`src/rtl/ymux_rr_arbiter.sv`:
```
// ymux_rr_arbiter: round-robin arbiter that shares one registered 4:1 SIZE-bit mux among four requesters.
// Optional grant timeout: define YMUX_ARB_TIMEOUT_EN to force rotation after MAXHOLD cycles under contention.

module ymux_mux4 #(
  parameter int SIZE = 32
) (
  input  logic [1:0]      sel_i,
  input  logic [SIZE-1:0] d0_i,
  input  logic [SIZE-1:0] d1_i,
  input  logic [SIZE-1:0] d2_i,
  input  logic [SIZE-1:0] d3_i,
  output logic [SIZE-1:0] y_o
);
  always_comb begin
    case (sel_i)
      2'd0:    y_o = d0_i;
      2'd1:    y_o = d1_i;
      2'd2:    y_o = d2_i;
      default: y_o = d3_i;
    endcase
  end
endmodule

module ymux_rr_arbiter #(
  parameter int SIZE    = 32,
  parameter int MAXHOLD = 8
) (
  input  logic            clk,
  input  logic            reset,
  input  logic [3:0]      req,
  input  logic [SIZE-1:0] a0,
  input  logic [SIZE-1:0] a1,
  input  logic [SIZE-1:0] a2,
  input  logic [SIZE-1:0] a3,
  output logic [3:0]      gnt,
  output logic [1:0]      c,
  output logic [SIZE-1:0] z,
  output logic            valid,
  output logic            busy
);
  typedef enum logic {IDLE, GRANT} state_t;

  state_t          state_q, state_d;
  logic [3:0]      gnt_q, gnt_d;
  logic [1:0]      c_q, c_d;
  logic [1:0]      ptr_q, ptr_d;
  logic [SIZE-1:0] z_q, z_d;
  logic            valid_q, valid_d;
  logic [SIZE-1:0] mux_y;
  logic [3:0]      others;
  logic [1:0]      pick_idle, pick_next;
  logic            timeout_hit;

  if (MAXHOLD < 1) begin : g_bad_maxhold
    $error("ymux_rr_arbiter: MAXHOLD must be at least 1");
  end

  // First set bit of mask searching last+1, last+2, last+3, last (mod 4).
  function automatic logic [1:0] rr_pick(input logic [1:0] last, input logic [3:0] mask);
    logic [1:0] idx;
    rr_pick = last;
    for (int k = 4; k >= 1; k--) begin
      idx = last + 2'(k);
      if (mask[idx]) rr_pick = idx;
    end
  endfunction

  assign others    = req & ~gnt_q;
  assign pick_idle = rr_pick(ptr_q, req);
  assign pick_next = rr_pick(c_q, others);

  ymux_mux4 #(.SIZE(SIZE)) u_mux (
    .sel_i (c_q),
    .d0_i  (a0),
    .d1_i  (a1),
    .d2_i  (a2),
    .d3_i  (a3),
    .y_o   (mux_y)
  );

  always_comb begin
    state_d = state_q;
    gnt_d   = gnt_q;
    c_d     = c_q;
    z_d     = z_q;
    valid_d = valid_q;
    ptr_d   = ptr_q;
    case (state_q)
      IDLE: begin
        valid_d = 1'b0;
        if (|req) begin
          state_d = GRANT;
          gnt_d   = 4'b0001 << pick_idle;
          c_d     = pick_idle;
        end
      end
      GRANT: begin
        if (!req[c_q] || timeout_hit) begin
          ptr_d   = c_q;
          valid_d = 1'b0;
          if (|others) begin
            gnt_d = 4'b0001 << pick_next;
            c_d   = pick_next;
          end else begin
            state_d = IDLE;
            gnt_d   = 4'b0000;
            c_d     = 2'b00;
          end
        end else begin
          z_d     = mux_y;
          valid_d = 1'b1;
        end
      end
      default: state_d = IDLE;
    endcase
  end

`ifdef YMUX_ARB_TIMEOUT_EN
  localparam int HOLD_W = (MAXHOLD > 1) ? $clog2(MAXHOLD) : 1;
  localparam logic [HOLD_W-1:0] HOLD_LAST = HOLD_W'(MAXHOLD - 1);

  logic [HOLD_W-1:0] hold_q, hold_d;

  // Counter restarts on every new grant and saturates while nobody else is waiting.
  always_comb begin
    hold_d = hold_q;
    if (state_d == GRANT && (state_q != GRANT || gnt_d != gnt_q))
      hold_d = '0;
    else if (state_q == GRANT && hold_q != HOLD_LAST)
      hold_d = hold_q + 1'b1;
  end

  assign timeout_hit = (state_q == GRANT) && (hold_q == HOLD_LAST) && (|others);

  always_ff @(posedge clk) begin
    if (reset) hold_q <= '0;
    else       hold_q <= hold_d;
  end
`else
  assign timeout_hit = 1'b0;
`endif

  always_ff @(posedge clk) begin
    if (reset) begin
      state_q <= IDLE;
      gnt_q   <= 4'b0000;
      c_q     <= 2'b00;
      z_q     <= '0;
      valid_q <= 1'b0;
      ptr_q   <= 2'd3;
    end else begin
      state_q <= state_d;
      gnt_q   <= gnt_d;
      c_q     <= c_d;
      z_q     <= z_d;
      valid_q <= valid_d;
      ptr_q   <= ptr_d;
    end
  end

  assign gnt   = gnt_q;
  assign c     = c_q;
  assign z     = z_q;
  assign valid = valid_q;
  assign busy  = |gnt_q;
endmodule

```
`config.mk`:
```
export PLATFORM = sky130hd
export DESIGN_NAME = ymux_rr_arbiter
export DESIGN_NICKNAME = d
export VERILOG_FILES = /design/src/rtl/ymux_rr_arbiter.sv
export SDC_FILE = /design/constraint.sdc
export NUM_CORES = 1
export LEC_CHECK = 0
export CORE_MARGIN = 3
export CORE_UTILIZATION = 37
export CTS_CLUSTER_DIAMETER = 80
export CTS_CLUSTER_SIZE = 14
export DETAILED_ROUTE_END_ITERATION = 12
export GPL_TIMING_DRIVEN = 0
export PLACE_DENSITY = 0.84
export SLEW_MARGIN = 10
export SYNTH_ARGS = -nofsm -noshare
export SYNTH_HDL_FRONTEND = slang
export SYNTH_SLANG_ARGS = --single-unit
```
`constraint.sdc`:
```
create_clock -name clk -period 2.35 [get_ports clk]
set_input_delay 0.705 -clock clk [delete_from_list [all_inputs] [get_ports clk]]
set_output_delay 0.705 -clock clk [all_outputs]
set_load 0.01 [all_outputs]
```
==> impl_results.md <==
* Syn Area/Cell at 8.208 µm²
* Post-Synth Adder-Cell Area at roughly 1.8%
* Hold Fails Final Rpt at 0
* Initial antenna violation count at 0
* Number of global-route vias before repair at around 3500
* Slew Viols, Final at 0
* Placement Cell Area at between 4000 and 5000 µm²
* Post-synthesis cell type count at 50
* Worst Hold End: z[29]
* Clock sink total at 42
* Crit path kind: input pin to flop
* Hold Crit Depth at 2
* CTS Root Cell: clkbuf_8
* Largest family of logic cells by synthesized area: compound AO/OA/AOI/OAI gates
* Overflow after GRT at 0
* Antenna diodes at 0
* Max-cap violations at 0
* Initial core utilization at 39.43%
* Wire length per cell at about 19 µm
* All-Layer GR Usage at between 20% and 30%
* Multiplexer share of the synthesized area at between 10% and 20%
* Layout area overhead at 71.81%
* Core footprint at around 7100 µm²
* Final cell count without fillers at approximately 620
* Reg-to-Reg End: z[14]
* CTS tree: built
* Net count reported at finish at about 660
* DR iter-0 viols at 365
* Clock Path Buffers at 2
* Yosys reg bits at 42
* Sequential share of the synthesized area at between 30 and 40%
* RR Startpoint: c[0]
* # IOs at about 170
* Critical-path maximum fanout at 3
* Final hold slack at just over 0.5 ns
* Design Area, Final at ~4800 µm²
* Clock transition at path regs at around 0.090 ns
* Area fraction in compound gates after synthesis at 31.03%
* Ys Warns at 0
* Setup crit start kind: input pin
* Post-synth top flop: dfxtp_1
* Cells after DPL at ~610
* XOR/XNOR share of the synthesized area at 0%
* Ranking of synthesized cells by area: dfxtp_1, a222oi_1, mux2i_1, o21ai_0, nor2_1
* Vias/cell at about 5.7
* Largest net degree at the start of global routing at 14
* Unrepaired setup endpoints after global routing: no
* Asr flop ratio synth at 0%
* Hold crit path type: flop to flop
* Status: finished, final reports clean
* Simple-Gate Fraction of Synth Area at around 17%
* Cell count of the worst reg-to-reg path at 8
* Final core utilization at 67.75%
* Crit path arrival time at 2.51 ns
* Slew Limit Headroom at around 60%
* # DRC at 0
* TNS Setup at 0 ns
* Cts hold-fix bufs at 0
* Setup Skew at roughly 0.014 ns
* Crit share post-route at between 90% and 100%
* First-pass GRT wire length at around 17000 µm
* Final ANT Viol Nets at 0
* TritonCTS buffer count at 5
* DIE AREA at approximately 8600 µm²
* Mapped Cells at 339
* Total number of vias at about 3500
* Top-area cell type share of the netlist area at 30.22%
* EDFF count, synth at 0
* Syn_nets at around 480
* PD cells at about 670 nW/µm²
* CTS H-tree depth at 2
* Fmax at 441.3 MHz
* Setup-failing EPs final at 0
* HP Start: z[29]
* Worst-Skew Late Latency at 0.31 ns
* Worst-margin pin slew at approximately 0.57 ns
* Final Wtd Congestion at about 0.9
* # rows at 30
* Leading area contributor after synthesis: dfxtp_1
* Horiz. Die Dim at between 90 and 100 µm
* Mapped cell area at approximately 2800 µm²
* Most frequent cells in the layout: clkdlybuf4s50_1, dfxtp_1, nand2_1, nor2_1, o21ai_0
* Layout cells sized above 1 at approximately 7.3%
* Routed Wire Length at roughly 11000 µm
* Worst Setup End Kind: flop
* R2R Setup Slk at 0.14 ns
* Max VDD drop at 371.1 µV
* Commonest non-fill, non-tap cell in the layout: clkdlybuf4s50_1
* Drt pass-1 iters at 7
* Die H at just over 90 µm
* HPWL Detailed at roughly 9000 µm
* Worst Path Required at between 2 and 3 ns
* Final min period at ~2.3 ns
* Leak at just under 2 nW
* IO Port Bufs at 171
==> power by group <==
part	switching, mW	internal [mW]
clock network	0.272	0.317
logic	0.825	0.853
registers	0.0913	0.826
==> kinds of logic after synthesis <==
kind of cell | Yosys count
adder cells (fa/ha/maj) | 4
AND/OR/NAND/NOR | 109
buffers and inverters | 39
multiplexers | 34
AO/OA/AOI/OAI | 111
flip-flops | 42
==> cells in the mapped netlist, drive strengths merged (3+ instances only) <==
cell,count
a221oi,3
nor3,4
buf,11
clkbuf,20
o22ai,3
o211ai,4
mux2i,33
o21ai,40
a21oi,7
nand2b,9
inv,8
o2bb2ai,3
nand2,40
nor2,43
dfxtp,42
a222oi,32
ha,4
nor2b,3
==> worst max-delay path by stage <==
stage	startpoint	to	slack, ns	cells after the start
2_1_floorplan	req[0]	gnt[0]	0.34	6
3_3_place_gp	req[2]	gnt[2]	-0.31	6
6_report	req[1]	gnt[0]	0.08	7
5_1_grt	c[0]	z[14]	0.02	8
4_1_cts	req[2]	gnt[2]	0.02	6
3_5_place_dp	req[2]	gnt[2]	-0.29	6
==> repair_timing <==
action / CTS / global route
setup endpoints to repair: 2 / 36
gates resized for setup: 2 / 17
pin swaps: 0 / 3
setup buffers: 0 / 1
==> sequential cells by signal, indices dropped and copies added (netlist names) <==
| register | count |
|---|---|
| c | 2 |
| gnt | 4 |
| ptr_q | 2 |
| state_q | 1 |
| valid | 1 |
| z | 32 |
==> per-layer routing <==
metal  global-route usage, %  wire length [µm]  vias to the layer above
li1                        -                 -                     1637
met1                   30.33              4254                     1652
met2                   44.05              5808                      167
met3                   6.255               944                       34
met4                   10.38               376                        0
met5                       0                 0                        -
==> through the flow <==
stage / power, mW / setup WS [ns]
6_report: 3.184 / 0.08377
2_1_floorplan: 1.847 / 0.3444
3_3_place_gp: 2.536 / -0.3057
5_1_grt: 3.361 / 0.01817
4_1_cts: 3.143 / 0.01790
3_5_place_dp: 2.561 / -0.2874
==> final cells by class <==
type / instances / area (µm²)
clock buffers: 6 / 72.57
multi-input cells: 258 / 1785
fillers: 590 / 2276
flip-flops and latches: 42 / 842.1
well taps: 96 / 120.1
inverters: 8 / 30.03
repair buffers: 172 / 1720
plain buffers: 31 / 172.7
clock inverters: 2 / 37.54
==> critical path, stage by stage <==
cell	delay [ns]
clkdlybuf4s50_1	0.47
or3b_1	0.36
a21oi_1	0.18
o41ai_2	0.11
buf_4	0.15
a2111o_1	0.39
o22ai_2	0.14
Note: power is estimated with default switching activity, not from simulation.
